`config.mk`:
```
export PLATFORM = sky130hd
export DESIGN_NAME = if_stage
export DESIGN_NICKNAME = d
export VERILOG_FILES = /design/src/rtl/if_pkg.sv /design/src/rtl/branch_target_adder.sv /design/src/rtl/if_stage.sv
export SDC_FILE = /design/constraint.sdc
export NUM_CORES = 1
export LEC_CHECK = 0
export CORE_ASPECT_RATIO = 0.7
export CORE_MARGIN = 2
export CORE_UTILIZATION = 40
export CTS_BUF_LIST = sky130_fd_sc_hd__clkbuf_2
export DETAILED_ROUTE_END_ITERATION = 8
export PLACE_DENSITY = 0.66
export SETUP_SLACK_MARGIN = 0.3
export SYNTH_ARGS = -nofsm -noshare
export SYNTH_HDL_FRONTEND = slang
export SYNTH_SLANG_ARGS = --single-unit
```
`constraint.sdc`:
```
create_clock -name clk -period 5.5 [get_ports clk]
set_input_delay 1.1 -clock clk [delete_from_list [all_inputs] [get_ports clk]]
set_output_delay 1.1 -clock clk [all_outputs]
set_load 0.02 [all_outputs]
```
`src/rtl/if_pkg.sv`:
```
// Shared fetch-stage definitions: FSM state encodings, PC step and reset PC.
package if_pkg;

  localparam logic [1:0] S_IDLE = 2'd0;
  localparam logic [1:0] S_REQ  = 2'd1;
  localparam logic [1:0] S_OUT  = 2'd2;
  localparam logic [1:0] S_DROP = 2'd3;

  localparam int unsigned PC_INC = 4;

  localparam logic [63:0] RESET_PC_DEFAULT = 64'h0;

endpackage

```
`src/rtl/branch_target_adder.sv`:
```
// Branch target: br_pc plus word offset scaled to bytes, modulo 2^PC_W.
module branch_target_adder #(
  parameter int unsigned PC_W = 64
) (
  input  logic [PC_W-1:0] br_pc,
  input  logic [PC_W-1:0] br_offset,
  output logic [PC_W-1:0] target
);

  always_comb begin
    target = br_pc + (br_offset << 2);
  end

endmodule

```
`src/rtl/if_stage.sv`:
```
// Instruction fetch stage: one outstanding imem request, single-entry output
// register toward decode, branch redirect with in-flight response dropping.
module if_stage
  import if_pkg::*;
#(
  parameter int unsigned     PC_W     = 64,
  parameter logic [PC_W-1:0] RESET_PC = PC_W'(RESET_PC_DEFAULT)
) (
  input  logic            clk,
  input  logic            rst_n,
  output logic            imem_req,
  output logic [PC_W-1:0] imem_addr,
  input  logic            imem_valid,
  input  logic [31:0]     imem_rdata,
  input  logic            br_taken,
  input  logic [PC_W-1:0] br_pc,
  input  logic [PC_W-1:0] br_offset,
  output logic            if_valid,
  output logic [31:0]     if_instr,
  output logic [PC_W-1:0] if_pc,
  input  logic            id_ready
);

  logic [1:0]      state_q, state_d;
  logic [PC_W-1:0] pc_q, pc_d;
  logic [PC_W-1:0] addr_q, addr_d;
  logic            if_valid_q, if_valid_d;
  logic [31:0]     if_instr_q, if_instr_d;
  logic [PC_W-1:0] if_pc_q, if_pc_d;
  logic [PC_W-1:0] target;

  branch_target_adder #(
    .PC_W(PC_W)
  ) u_bta (
    .br_pc    (br_pc),
    .br_offset(br_offset),
    .target   (target)
  );

  always_comb begin
    state_d    = state_q;
    pc_d       = pc_q;
    if_valid_d = if_valid_q;
    if_instr_d = if_instr_q;
    if_pc_d    = if_pc_q;

    case (state_q)
      S_IDLE: state_d = S_REQ;
      S_REQ: begin
        if (br_taken) begin
          pc_d       = target;
          if_valid_d = 1'b0;
          state_d    = imem_valid ? S_REQ : S_DROP;
        end else if (imem_valid) begin
          if_instr_d = imem_rdata;
          if_pc_d    = pc_q;
          if_valid_d = 1'b1;
          pc_d       = pc_q + PC_W'(PC_INC);
          state_d    = S_OUT;
        end
      end
      S_OUT: begin
        if (br_taken) begin
          pc_d       = target;
          if_valid_d = 1'b0;
          state_d    = S_REQ;
        end else if (id_ready) begin
          if_valid_d = 1'b0;
          state_d    = S_REQ;
        end
      end
      S_DROP: begin
        if (br_taken) begin
          pc_d       = target;
          if_valid_d = 1'b0;
        end
        if (imem_valid) begin
          state_d = S_REQ;
        end
      end
      default: state_d = S_IDLE;
    endcase

    // The abandoned request stays on the bus while dropping; otherwise addr tracks pc.
    addr_d = (state_d == S_DROP) ? addr_q : pc_d;
  end

  always_ff @(posedge clk or negedge rst_n) begin
    if (!rst_n) begin
      state_q    <= S_IDLE;
      pc_q       <= RESET_PC;
      addr_q     <= RESET_PC;
      if_valid_q <= 1'b0;
      if_instr_q <= '0;
      if_pc_q    <= '0;
    end else begin
      state_q    <= state_d;
      pc_q       <= pc_d;
      addr_q     <= addr_d;
      if_valid_q <= if_valid_d;
      if_instr_q <= if_instr_d;
      if_pc_q    <= if_pc_d;
    end
  end

  always_comb begin
    imem_req  = (state_q == S_REQ) || (state_q == S_DROP);
    imem_addr = addr_q;
    if_valid  = if_valid_q;
    if_instr  = if_instr_q;
    if_pc     = if_pc_q;
  end

endmodule

```
After elaboration in Yosys (flattened, before gate mapping)
Cells that the tools add are included.
{ "totals": {"out_inout_bits": 162, "elab_cells": 39, "reg_bits": 227, "in_bits": 165} }
{ "op_classes": {"reduce_logical": 6, "n_eq_ne": 7, "bitwise_logic": 1, "n_mux": 17, "n_addsub": 2} }
{ "op_table": {"columns": ["operator", "count"], "rows": [
  ["two-way mux 64 bit", 3],
  ["one-hot mux 64 bit (2 select lines)", 1],
  ["adder 64 x 3 -> 64 bit (second input constant)", 1],
  ["adder 64 bit", 1],
  ["two-way mux 2 bit", 6],
  ["one-hot mux 2 bit (4 select lines)", 1],
  ["== test 2 bit (second input constant)", 3],
  ["!= test 3 bit (second input constant)", 2],
  ["two-way mux 1 bit", 5],
  ["AND reduction 4 bit", 1],
  ["one-hot mux 1 bit (3 select lines)", 1],
  ["AND reduction 3 bit", 1],
  ["nonzero test 3 bit", 1],
  ["== test 2 x 1 -> 1 bit (second input constant)", 1],
  ["zero test 2 bit", 1],
  ["!= test 2 bit (second input constant)", 1],
  ["OR reduction 2 bit", 1],
  ["logical OR 1 bit", 1],
  ["inverter 1 bit", 1]
]} }

Logic depth before layout (Yosys ltp)
{ "depth": {"ltp_word": 4, "ltp_mapped": 13} }

Cells and area by module
From an unflattened synthesis, not the netlist that was laid out.
{ "hier_totals": {"cells_unflattened": 1695, "area_unflattened_um2": 15481.1} }
{ "modules_own_cells": {"columns": ["module", "instances", "cells_each", "area_each_um2", "seq_area_each_um2"], "rows": [
  ["if_stage", 1, 1157, 11710.0, 5680.4],
  ["branch_target_adder", 1, 538, 3771.1, 0.0]
]} }

Least setup slack after synthesis
No wires, ideal clock.
{ "synth_timing": {"kind": "input -> register", "startpoint": "input port br_pc[19]", "endpoint": "register addr_q[62], in the netlist imem_addr[62]", "path_stages": 12, "slack_ns": 1.711, "setup_ns": 0.120, "required_ns": 5.380, "arrival_ns": 3.669, "path_buffers": 1, "path_cell_list": "ha_1 clkbuf_1 a21o_1 a21o_1 a21oi_1 o221ai_1 a31oi_1 o21ai_1 a2111oi_0 nor2_1 or4_1 and3_1"} }
{ "synth_via": {"elab_chain_len": 3, "word_cells_on_any_way": 4, "classes_between": "1 x add/sub; 3 x mux"} }
{ "synth_lines": {"columns": ["item", "line_no", "rtl"], "rows": [
  ["start, declared", "if_stage.sv:16", "input logic [PC_W-1:0] br_pc,"],
  ["adder 64 bit *", "branch_target_adder.sv:11", "target = br_pc + (br_offset << 2);"],
  ["two-way mux 64 bit, on equally long branches", "if_stage.sv:63, if_stage.sv:73, if_stage.sv:50", null],
  ["one-hot mux 64 bit (2 select lines) *", "if_stage.sv:47", "case (state_q)"],
  ["end signal, assigned", "if_stage.sv:99", "addr_q <= addr_d;"],
  ["end, declared", "if_stage.sv:26", "logic [PC_W-1:0] addr_q, addr_d;"]
]} }
Every way passes the cells marked *; elsewhere a longest branch is shown, timed or not.
A chain may end at the register's enable or synchronous reset.

Worst setup path after layout
{ "layout_timing": {"startpoint": "input port br_pc[2]", "endpoint": "register addr_q[58], in the netlist imem_addr[58]"} }
{ "layout_via": {"elab_chain_len": 3, "word_cells_on_any_way": 4, "classes_between": "1 x add/sub; 3 x mux"} }
{ "layout_lines": {"columns": ["item", "line_no", "rtl"], "rows": [
  ["adder 64 bit *", "branch_target_adder.sv:11", null],
  ["two-way mux 64 bit, on equally long branches", "if_stage.sv:63, if_stage.sv:73, if_stage.sv:50", null],
  ["one-hot mux 64 bit (2 select lines) *", "if_stage.sv:47", null],
  ["net pc_d[58]", "if_stage.sv:25", "logic [PC_W-1:0] pc_q, pc_d;"]
]} }
The timed path passes the listed nets; every way through them passes the cells marked *.

==> metrics.md <==
| Metric | Value |
|---|---|
| Crit path top cell by count | `a21oi_1` |
| Period Utilization, post-route | `82.1%` |
| CP max stage delay | `0.50 ns` |
| Post-CTS Setup Inserts | `0` |
| Critical-path cell list | `clkdlybuf4s50_1 -> ha_1 -> inv_1 -> fa_1 -> nand2b_1 -> a21oi_1 -> o21ai_0 -> o211ai_1 -> a31oi_1 -> o21ai_1 -> a21oi_1 -> nor4bb_1 -> buf_4 -> o32ai_1 -> mux2_2` |
| Post-synth cell types | `75` |
| Tot Pwr | `0.00716 W` |
| Post-Synthesis Cells | `1546` |
| Clock Tree Root | `clkbuf_2` |
| Number of synthesized flops with an enable pin | `0` |
| I/O pin count | `327` |
| Final Setup Violations | `0` |
| Core Area | `0.0347 mm^2` |
| Final GP Congestion | `0.959` |
| Die Y-Extent | `161 um` |
| Post-synthesis net count | `1774` |
| Drt initial violations | `1460` |
| Final wirelength | `49.4 mm` |
| Worst Skew | `0.0514 ns` |
| YS warnings | `0` |
| GRT Residual Overflow | `0` |
| Crit. End Element | `flop` |
| Filler cell count | `3326` |
| Mapped Area | `0.0141 mm^2` |
| Pwr Density | `389 mW/mm^2` |
| Seq/Total Area, Yosys | `40.3%` |
| First-pass GRT wire length | `75.8 mm` |
| DRC Markers | `0` |
| Crit path kind | `in2reg` |
| Register Area | `0.00568 mm^2` |
| Syn Area/Cell | `9.12 um^2` |
| R2R Path Start | `pc_q[17]` |
| Die Span X | `228 um` |
| Avg WL per Cell | `20.7 um` |
| Initial Util | `40.6%` |
| Reg clk slew, reported paths | `0.11 ns` |
| Async set-reset flop share out of synthesis | `100%` |
| Tmin final | `4.52 ns` |
| Resize count post-CTS | `0` |
| Post-route ant nets | `0` |
| Maximum VDD drop | `238 uV` |
| Largest net degree at the start of global routing | `136` |
| Die area | `0.0368 mm^2` |
| FP Rows | `57` |
| Vias per std cell | `5.75` |
| Drt pass-1 iters | `5` |
| Relative slew slack | `23.3%` |
| Slew @ Worst Pin | `1.15 ns` |
| Layout area overhead | `30.6%` |
| CP Max Fanout | `3` |
| Design area | `0.0184 mm^2` |
| Area of placed instances | `0.0178 mm^2` |
| Hpwl dp | `36.8 mm` |
| Main synth FF type | `dfrtp_1` |
| RSZ-0062 raised after global routing | `false` |
| Nets@finish | `2091` |
| Status | `completed` |
| # port buffers | `324` |
| Max Root-Sink Buffers | `3` |
| Slew Viols, Final | `0` |
| CTS sink cnt | `227` |
| Initial antenna violation count | `1` |
| Hold WC Path Type | `in2async` |
| CP Buf/Inv Count | `3` |
| Total negative setup slack | `0 ns` |
| CTS tree | `done` |
| CTS Hold Buffers Added | `0` |
| Yosys reg bits | `227` |
| CTS buffer count | `61` |
| Max Cap Violations | `0` |
| Layout cells sized above 1 | `13.4%` |
| R2R Setup Slk | `1.83 ns` |
| P_leak | `7.77 nW` |
| Most frequent cells in the layout | `clkdlybuf4s50_1, dfrtp_1, nand2_1` |
| H-tree Lvls | `2` |
| Worst skew pair latency | `0.89 ns` |
| Area occupied by multi-input gates | `0.00796 mm^2` |
| Slowest CP cell | `clkdlybuf4s50_1` |
| Critical path arrival | `5.31 ns` |
| Max Clock Freq | `0.221 GHz` |
| Vias in the first global route | `12900` |
| Commonest non-fill, non-tap cell in the layout | `clkdlybuf4s50_1` |
| Register-to-Register Path Depth | `10` |
| Tot GR Track Use | `26.2%` |
| RR Endpoint | `imem_addr[63]` |
| WP data required | `6.29 ns` |
| Crit path launch type | `input pin` |
| Final count of hold timing violations | `0` |
| Via count | `13700` |
| Crit-path leading delay family | `compound AO/OA/AOI/OAI gates` |
## flip-flops by register name, indices dropped and copies added (netlist names)
signal     count
state_q        2
pc_q          64
if_instr      32
if_pc         64
imem_addr     64
if_valid       1
## report_power, final
part           internal, W  switching (W)  total [W]
Clock             0.000596       0.000745    0.00134
Combinational      0.00147        0.00161    0.00308
Sequential         0.00220       0.000530    0.00273
Total              0.00427        0.00289    0.00716
## cell type report
class / count / area share, %
multi-input cells: 1199 / 43.3
flip-flops and latches: 227 / 30.9
repair buffers: 350 / 18.8
well taps: 472 / 3.21
clock buffers: 81 / 2.20
clock inverters: 29 / 1.18
inverters: 24 / 0.490
diodes: 1 / 0.0136
## cells by family (layout without fill, tap and decap cells)
| group | count (synthesis) | in the layout | share of synthesized area, % |
|---|---|---|---|
| AOI/OAI and AO/OA | 422 | 422 | 19.8 |
| xor gates and xnor gates | 53 | 53 | 3.29 |
| adders and majority gates | 63 | 63 | 5.65 |
| buffers and inverters | 120 | 484 | 3.34 |
| DFF | 227 | 227 | 40.3 |
| muxes | 122 | 122 | 9.71 |
| other | 0 | 1 | 0 |
| and+or+nand+nor | 539 | 539 | 17.9 |
## worst register-to-register path, delay by kind of cell, from the launching register on
kind,cells,cell delay [ns]
compound gates,1,0.20
mux,2,0.64
simple gates,7,2.18
flops,1,0.53
## cell usage after synthesis, drive strengths merged (14+ instances only)
library cell  number  area share, %
dfrtp            227             40
nand2            206            5.5
nor2             131            3.5
a21oi            124            4.4
mux2             118            9.4
clkbuf            80            2.1
ha                62            5.5
o21ai             55            2.0
a21o              45            2.4
nand3             43            1.5
nor3              36            1.3
and3              33            1.5
xnor2             29            1.8
a31oi             27            1.2
nand4             26            1.3
xor2              24            1.5
inv               23           0.61
a221oi            21            1.3
o32ai             18            1.1
o22ai             17           0.75
buf               16           0.57
a211oi            15           0.80
o31ai             14           0.75
## routing by layer
layer | track usage (%) | vias up | share of wire (%)
li1 | - | 6350 | -
met1 | 39.4 | 6609 | 47
met2 | 37.2 | 679 | 41
met3 | 7.47 | 65 | 10
met4 | 5.14 | 2 | 1.4
met5 | 1.82 | - | 0.19
## worst max path at each step
| stage | start | to | cells past startpoint |
|---|---|---|---|
| floorplan | br_pc[19] | imem_addr[62] | 12 |
| global placement | br_pc[2] | imem_addr[58] | 15 |
| detailed placement | br_pc[2] | imem_addr[58] | 15 |
| CTS | br_pc[2] | imem_addr[58] | 15 |
| global route | br_pc[2] | imem_addr[58] | 15 |
| finish | br_pc[2] | imem_addr[58] | 15 |
## per-stage QoR
step                      utilization [%]  setup slack (ns)  instances  hold WS (ns)
after floorplan                         -              1.71       1546         0.458
after global routing                 53.0             0.839       2383         0.217
after detailed placement             51.2             0.311       2272         0.459
after global placement               51.2             0.277       2272         0.455
final                                53.0             0.982       2383         0.228
after CTS                            53.0              1.24       2382         0.180
Note: power is estimated with default switching activity, not from simulation.
